--- config.mk ---
export PLATFORM = sky130hd
export DESIGN_NAME = tff_down_counter
export DESIGN_NICKNAME = d
export VERILOG_FILES = /design/src/rtl/tff_down_counter_pkg.sv /design/src/rtl/tff_down_counter_cell.sv /design/src/rtl/tff_down_counter.sv
export SDC_FILE = /design/constraint.sdc
export NUM_CORES = 1
export LEC_CHECK = 0
export ABC_AREA = 1
export BUFFER_PORTS_ARGS = -buffer_cell sky130_fd_sc_hd__buf_4
export CORE_AREA = 5 5 42 44
export CTS_BUF_LIST = sky130_fd_sc_hd__clkbuf_8
export DETAILED_ROUTE_END_ITERATION = 10
export DIE_AREA = 0 0 47 49
export HOLD_SLACK_MARGIN = 0.1
export SKIP_LAST_GASP = 1
export SLEW_MARGIN = 0
export SYNTH_ARGS = -nofsm -noshare
export SYNTH_HDL_FRONTEND = slang
export SYNTH_HIERARCHICAL = 1
export SYNTH_SLANG_ARGS = --single-unit
--- constraint.sdc ---
create_clock -name clk -period 1.9 [get_ports clk]
set_clock_uncertainty 0.15 [all_clocks]
set_input_delay 0.095 -clock clk [delete_from_list [all_inputs] [get_ports clk]]
set_output_delay 0.095 -clock clk [all_outputs]
set_load 0.05 [all_outputs]
--- src/rtl/tff_down_counter_pkg.sv ---
// rtl/tff_down_counter_pkg.sv - shared constants for the T-flip-flop down counter
// Purpose: state encoding and legal WIDTH bounds shared by the counter files.
// Ports: none (package).
package tff_down_counter_pkg;

    // FSM state encoding; busy is the state bit itself.
    localparam logic IDLE = 1'b0;
    localparam logic RUN  = 1'b1;

    // Legal range of the WIDTH parameter, checked at elaboration.
    localparam int WIDTH_MIN = 2;
    localparam int WIDTH_MAX = 16;

endpackage

--- src/rtl/tff_down_counter_cell.sv ---
// rtl/tff_down_counter_cell.sv - toggle flip-flop cell with asynchronous active-low clear
// Purpose: one T flip-flop realised as a D flop with D = Q ^ T.
// Ports:
//   clk - clock, rising edge
//   rst - asynchronous active-low clear (Q -> 0)
//   T   - toggle input; Q inverts on the edge when high
//   Q   - cell output
module tff_cell (
    input  logic clk,
    input  logic rst,
    input  logic T,
    output logic Q
);

    always_ff @(posedge clk or negedge rst) begin
        if (!rst) begin
            Q <= 1'b0;
        end else begin
            Q <= Q ^ T;
        end
    end

endmodule

--- src/rtl/tff_down_counter.sv ---
// rtl/tff_down_counter.sv - programmable down counter built from toggle flip-flop cells
// Purpose: loadable countdown timer with one-shot or periodic (auto-reload) operation
//          and a one-cycle registered terminal-count pulse.
// Ports:
//   clk         - clock, all state changes on rising edge
//   rst         - asynchronous active-low reset
//   en          - count enable
//   load        - synchronous load strobe, highest synchronous priority
//   load_val    - start/reload value, sampled when load=1
//   auto_reload - 1 = periodic, 0 = one-shot; sampled on the expiring edge
//   count       - current value (Q outputs of the T cells)
//   zero        - combinational, count == 0
//   busy        - registered, high while in RUN
//   tc          - registered terminal-count pulse, one clock wide
module tff_down_counter
    import tff_down_counter_pkg::*;
#(
    parameter int WIDTH = 3
) (
    input  logic             clk,
    input  logic             rst,
    input  logic             en,
    input  logic             load,
    input  logic [WIDTH-1:0] load_val,
    input  logic             auto_reload,
    output logic [WIDTH-1:0] count,
    output logic             zero,
    output logic             busy,
    output logic             tc
);

    generate
        if (WIDTH < WIDTH_MIN || WIDTH > WIDTH_MAX) begin : g_width_check
            $error("tff_down_counter: WIDTH out of legal range");
        end
    endgenerate

    localparam logic [WIDTH-1:0] ONE = {{(WIDTH-1){1'b0}}, 1'b1};

    logic             state;
    logic             next_state;
    logic [WIDTH-1:0] reload_q;
    logic [WIDTH-1:0] next_reload;
    logic [WIDTH-1:0] next_count;
    logic [WIDTH-1:0] dec_count;
    logic [WIDTH-1:0] t_vec;
    logic             next_tc;
    logic             borrow;

    // Decrement via a ripple borrow chain: bit i toggles while all lower bits are 0.
    always_comb begin
        dec_count = '0;
        borrow    = 1'b1;
        for (int i = 0; i < WIDTH; i++) begin
            dec_count[i] = count[i] ^ borrow;
            borrow       = borrow & ~count[i];
        end
    end

    always_comb begin
        next_count  = count;
        next_state  = state;
        next_reload = reload_q;
        next_tc     = 1'b0;
        if (load) begin
            next_count  = load_val;
            next_reload = load_val;
            next_state  = (load_val != '0) ? RUN : IDLE;
        end else if (state == RUN && en) begin
            if (count == ONE) begin
                next_tc = 1'b1;
                if (auto_reload) begin
                    next_count = reload_q;
                end else begin
                    next_count = '0;
                    next_state = IDLE;
                end
            end else begin
                next_count = dec_count;
            end
        end
    end

    // Every update, including load and reload, reaches the cells as toggles.
    assign t_vec = count ^ next_count;

    generate
        for (genvar i = 0; i < WIDTH; i++) begin : g_cells
            tff_cell u_cell (
                .clk (clk),
                .rst (rst),
                .T   (t_vec[i]),
                .Q   (count[i])
            );
        end
    endgenerate

    always_ff @(posedge clk or negedge rst) begin
        if (!rst) begin
            state    <= IDLE;
            reload_q <= '0;
            tc       <= 1'b0;
        end else begin
            state    <= next_state;
            reload_q <= next_reload;
            tc       <= next_tc;
        end
    end

    assign busy = (state == RUN);
    assign zero = (count == '0);

endmodule

## After elaboration in Yosys (flattened, before gate mapping)

Index checks and enable logic that the tools add are counted.

| word-level totals | value |
|---|---|
| register bits | 8 |
| word-level logic and storage cells | 35 |

| cells by class | value |
|---|---|
| equal/unequal tests | 2 |
| mux-type cells | 12 |
| bitwise operators | 9 |
| reductions and logical operators | 6 |

Operators by type and width:

| operator | number |
|---|---|
| two-way mux 3 bit | 4 |
| two-way mux 1 bit | 8 |
| bitwise XOR 1 bit | 5 |
| nonzero test 2 bit | 2 |
| equality test 3 x 1 -> 1 bit (second input constant) | 1 |
| logical NOT 3 bit | 1 |
| AND reduction 3 bit | 1 |
| nonzero test 3 bit | 1 |
| bitwise XOR 3 bit | 1 |
| inequality test 2 bit (second input constant) | 1 |
| NOT 1 bit | 2 |
| bitwise AND 1 bit | 1 |
| logical AND 1 bit | 1 |

## Longest topological paths before layout

| depth | value |
|---|---|
| depth after elaboration | 8 |
| depth in mapped cells | 13 |

## By module

The synthesis kept the hierarchy.

Modules (own cells, without submodules):

| module | times used | cells an instance | area an instance (µm²) | sequential area each (µm²) |
|---|---|---|---|---|
| tff_down_counter | 1 | 66 | 406.6 | 125.1 |
| tff_cell | 3 | 6 | 43.8 | 25.0 |

## Least setup slack after synthesis

Ideal clock, no wire load.

| path | value |
|---|---|
| path type | register to register |
| start | register g_cells[1].u_cell.Q |
| end | register g_cells[2].u_cell.Q |
| arrival | 1.780 ns |
| slack | -0.150 ns |
| stages on the path, launching flop included | 13 |
| buffers on the path | 0 |
| clock period less this slack | 2.050 ns |
| cells stage by stage | dfrtp_1 > inv_1 > ha_1 > ha_1 > inv_1 > nand2_1 > nand3_1 > nand2_1 > nand3_1 > nand2_1 > inv_1 > nand2_1 > nand2_1 |

| between the ends | value |
|---|---|
| word-level cells in the longest chain between the ends | 8 |
| elaborated cells between the ends (all ways) | 9 |
| classes of those cells | 1 x eq/ne; 3 x mux; 5 x bitwise |

RTL lines:

| element | RTL line | source |
|---|---|---|
| from (decl) | tff_down_counter_cell.sv:12 | `output logic Q` |
| from (signal assigned) | tff_down_counter_cell.sv:19 | `Q <= Q ^ T;` |
| NOT 1 bit | tff_down_counter.sv:56 | `borrow = borrow & ~count[i];` |
| bitwise AND 1 bit | tff_down_counter.sv:56 |  |
| bitwise XOR 1 bit | tff_down_counter.sv:55 | `dec_count[i] = count[i] ^ borrow;` |
| two-way mux 3 bit * | tff_down_counter.sv:70 | `if (count == ONE) begin` |
| two-way mux 3 bit * | tff_down_counter.sv:69 | `end else if (state == RUN && en) begin` |
| two-way mux 3 bit * | tff_down_counter.sv:65 | `if (load) begin` |
| bitwise XOR 3 bit * | tff_down_counter.sv:85 | `assign t_vec = count ^ next_count;` |
| net t_vec[2] | tff_down_counter.sv:46 | `logic [WIDTH-1:0] t_vec;` |
| bitwise XOR 1 bit * | tff_down_counter_cell.sv:19 |  |
| to (signal assigned) | tff_down_counter_cell.sv:19 |  |
| to (decl) | tff_down_counter_cell.sv:12 |  |

Mark *: on every way through the listed nets, which the timed path passes. The rest lies on a longest branch.
A chain may end at the register's enable or synchronous reset.

## Final worst setup path

| path | value |
|---|---|
| start | register g_cells[0].u_cell.Q |
| end | register g_cells[2].u_cell.Q |

| between the ends | value |
|---|---|
| word-level cells in the longest chain between the ends | 8 |
| elaborated cells between the ends (all ways) | 9 |
| classes of those cells | 1 x eq/ne; 3 x mux; 5 x bitwise |

RTL lines:

| element | RTL line |
|---|---|
| from (decl) | tff_down_counter_cell.sv:12 |
| from (signal assigned) | tff_down_counter_cell.sv:19 |
| NOT 1 bit | tff_down_counter.sv:56 |
| bitwise AND 1 bit | tff_down_counter.sv:56 |
| bitwise XOR 1 bit | tff_down_counter.sv:55 |
| two-way mux 3 bit * | tff_down_counter.sv:70 |
| two-way mux 3 bit * | tff_down_counter.sv:69 |
| two-way mux 3 bit * | tff_down_counter.sv:65 |
| bitwise XOR 3 bit * | tff_down_counter.sv:85 |
| net t_vec[2] | tff_down_counter.sv:46 |
| bitwise XOR 1 bit * | tff_down_counter_cell.sv:19 |

Marked as above.

==> metrics <==
status=completed; total power=1.133 mW; Root Buffer=clkbuf_8; reg2reg start=g_cells[0].u_cell/Q$_DFF_PN0_; Ys Warns=6; post-DP HPWL=between 800 and 900 um; max incr delay on CP=just under 0.4 ns; Congestion Overflow GR=0; Switching Share=47.96%; WL/cell=between 9 and 10 um; Max rail drop VDD=0.0005968 V; shortest period the worst path allows=~1.7 ns; Synth Cell Area=around 540 sq um; Ports=14; Max Buffers Root-to-Sink=2; ANT cells=0; Fin. Hold Viols=0; CP arrival=around 1.7 ns; fmax=just under 600 MHz; internal power=just under 0.6 mW; flops & latches, synth=8; Worst Setup End Kind=flop; largest net degree at the start of global routing=9; final worst path period share=between 90% and 100%; final instance area=~800 sq um; initial antenna violation count=0; WP buf/inv=3; leak pwr=roughly 0.47 nW; PD cells=1442 nW/um^2; Rel. slew slack=73.53%; crit path launch=g_cells[0].u_cell/Q$_DFF_PN0_; port bufs=13; cts bufs inserted=3; Worst Hold Class=primary input to flop; dpl ws=~0.17 ns; die area=between 2000 and 2500 sq um; Switch Pwr=0.5436 mW; Die Y=~49 um; overall routing resource usage=12.32%; Synth Instances=84; Worst path most repeated cell=nand2_1; top cells by area, synth=dfrtp_1 (37%), nand2_1 (29%), inv_1 (8.4%); Worst-Margin Slew=around 0.40 ns; drc violations=0; chip width=approximately 47 um; final wirelength=around 1200 um; combinational share of power=57.3%; dpl cell area=about 650 sq um; clock power share=approximately a fifth; hold path startpoint=en; Crit-path slowest cell=dfrtp_2; worst-path cell chain=inv_2 -> ha_1 -> ha_1 -> inv_1 -> nand2_1 -> nand3_1 -> nand2_1 -> nand2_1 -> nand2_1 -> nand2_1 -> inv_1 -> nand2_1 -> nand2_1; Initial Utilization=between 30% and 40%; H-tree depth=1; Via Count=around 550; drt first pass iters=4; RSZ-0062 raised after global routing=no; syn nets=between 90 and 100; number of global-route vias before repair=roughly 520; setup ws final=0.1815 ns; Netlist cell types=14; max-cap violations=0; Worst Setup Path Type=flop to flop; sum of negative setup slack=0 ns; synthesized area per cell=6.405 sq um; startpoint type of the worst setup path=flop; Final Max Slew Viols=0; ratio of cells with drive above 1 in the final layout=about a quarter; CTS tree=yes; worst path required time=1.86 ns; top cell type's share of synthesized area=between 30% and 40%; Vias/cell=around 4.4; register area share after synthesis=approximately 37%; sequential power share=around a quarter; core footprint=between 1000 and 1500 sq um; synthesis-to-finish area growth=46.05%; setup violators final=0; post-route ant nets=0; nets=121; clk slew on worst S/H paths=approximately 0.050 ns; Yosys top cell by area=dfrtp_1; Core Rows=14; CP delay by family, top=adder cells; first-pass GRT wire length=approximately 2100 um; DRT iter0 DRCs=18; CP max FO=5; GPL Wtd Cong=between 0.7 and 0.8; Sink Count=8; clock latency on the worst-skew pair=between 0.2 and 0.25 ns
## routing by layer
| metal | track usage [%] | up-vias | part of all wire (%) |
|---|---|---|---|
| met2 | 18.55 | 9 | 48 |
| met5 | 0 | - | 0 |
| met1 | 15.88 | 239 | 47 |
| li1 | - | 304 | - |
| met4 | 5.530 | 0 | 1.0 |
| met3 | 3.321 | 2 | 4.0 |
## per-stage QoR
step	utilization [%]	cells	hold slack [ns]
2_1_floorplan	-	84	-0.3506
3_3_place_gp	46.61	112	-0.2279
3_5_place_dp	46.61	112	-0.2259
4_1_cts	55.54	124	0.1987
5_1_grt	56.07	125	0.2613
6_report	56.07	125	0.2060
## cell families after synthesis
kind of cell / count (synthesis) / share of synthesized area [%]
simple gates: 52 / 39.30
buf+inv: 16 / 11.39
flops: 8 / 37.21
fa+ha+maj: 3 / 6.977
compound gates: 5 / 5.115
## sequential cells by signal, summed over array words and instances, names as in the netlist
name and flops:
g_cells.u_cell/Q 3, reload_q 3, busy 1, tc 1
## synthesized netlist by cell type
library cell and instances:
ha_1 3, inv_1 12, a21oi_1 3, nand2_2 2, nand3_1 6, dfrtp_1 8, inv_2 3, o211ai_1 1
nor3_1 1, o21ai_1 1, buf_2 1, nand2_1 41, nor2_1 1, nor2_2 1
## power by group through the flow
stage	Combinational, mW	Clock (mW)	Sequential, mW
2_1_floorplan	0.359	0	0.397
3_3_place_gp	0.619	0	0.277
3_5_place_dp	0.625	0	0.278
4_1_cts	0.639	0.218	0.275
5_1_grt	0.729	0.233	0.282
6_report	0.650	0.211	0.273
## path summary, 6_finish.rpt
kind,endpoint,slack [ns],cells past startpoint
min in group asynchronous,reload_q[1]$_DFFE_PN0P_,0.71,3
max in group asynchronous,g_cells[0].u_cell/Q$_DFF_PN0_,0.59,3
max,g_cells[2].u_cell/Q$_DFF_PN0_,0.18,13
max reg2reg,g_cells[2].u_cell/Q$_DFF_PN0_,0.18,13
min,tc$_DFF_PN0_,0.21,5
min reg2reg,reload_q[0]$_DFFE_PN0P_,0.32,2
## layout make-up
class | instances | area [sq um]
sequential | 8 | 202.7
inverter | 15 | 56.30
clock inverter | 1 | 3.754
multi-input combinational | 60 | 276.5
clock buffer | 3 | 41.29
tap | 16 | 20.02
fill | 138 | 615.6
timing repair buffer | 22 | 185.2
## layout by cell type, fill, tap and decap left out
| cell type | instances |
|---|---|
| clkbuf_8 | 3 |
| nand3_1 | 6 |
| nor3_1 | 1 |
| inv_2 | 4 |
| ha_1 | 3 |
| dfrtp_1 | 6 |
| nand2_2 | 2 |
| inv_1 | 12 |
| dfrtp_2 | 2 |
| nor2_2 | 1 |
| o211ai_1 | 1 |
| dlygate4sd3_1 | 8 |
| buf_4 | 14 |
| a21oi_1 | 3 |
| nand2_1 | 41 |
| o21ai_1 | 1 |
| nor2_1 | 1 |
## repair_timing
action,CTS,global route
endpoints found under the hold margin,13,0
resized for setup,0,1
endpoints found under the setup margin,0,1
hold buffers,8,0
setup buffers,0,1
## worst min-delay path: stages
cell     delay (ns)
buf_4          0.08
nand2_1        0.10
inv_2          0.10
nand2_1        0.08
nor2_1         0.09
Note: power is estimated with default switching activity, not from simulation.
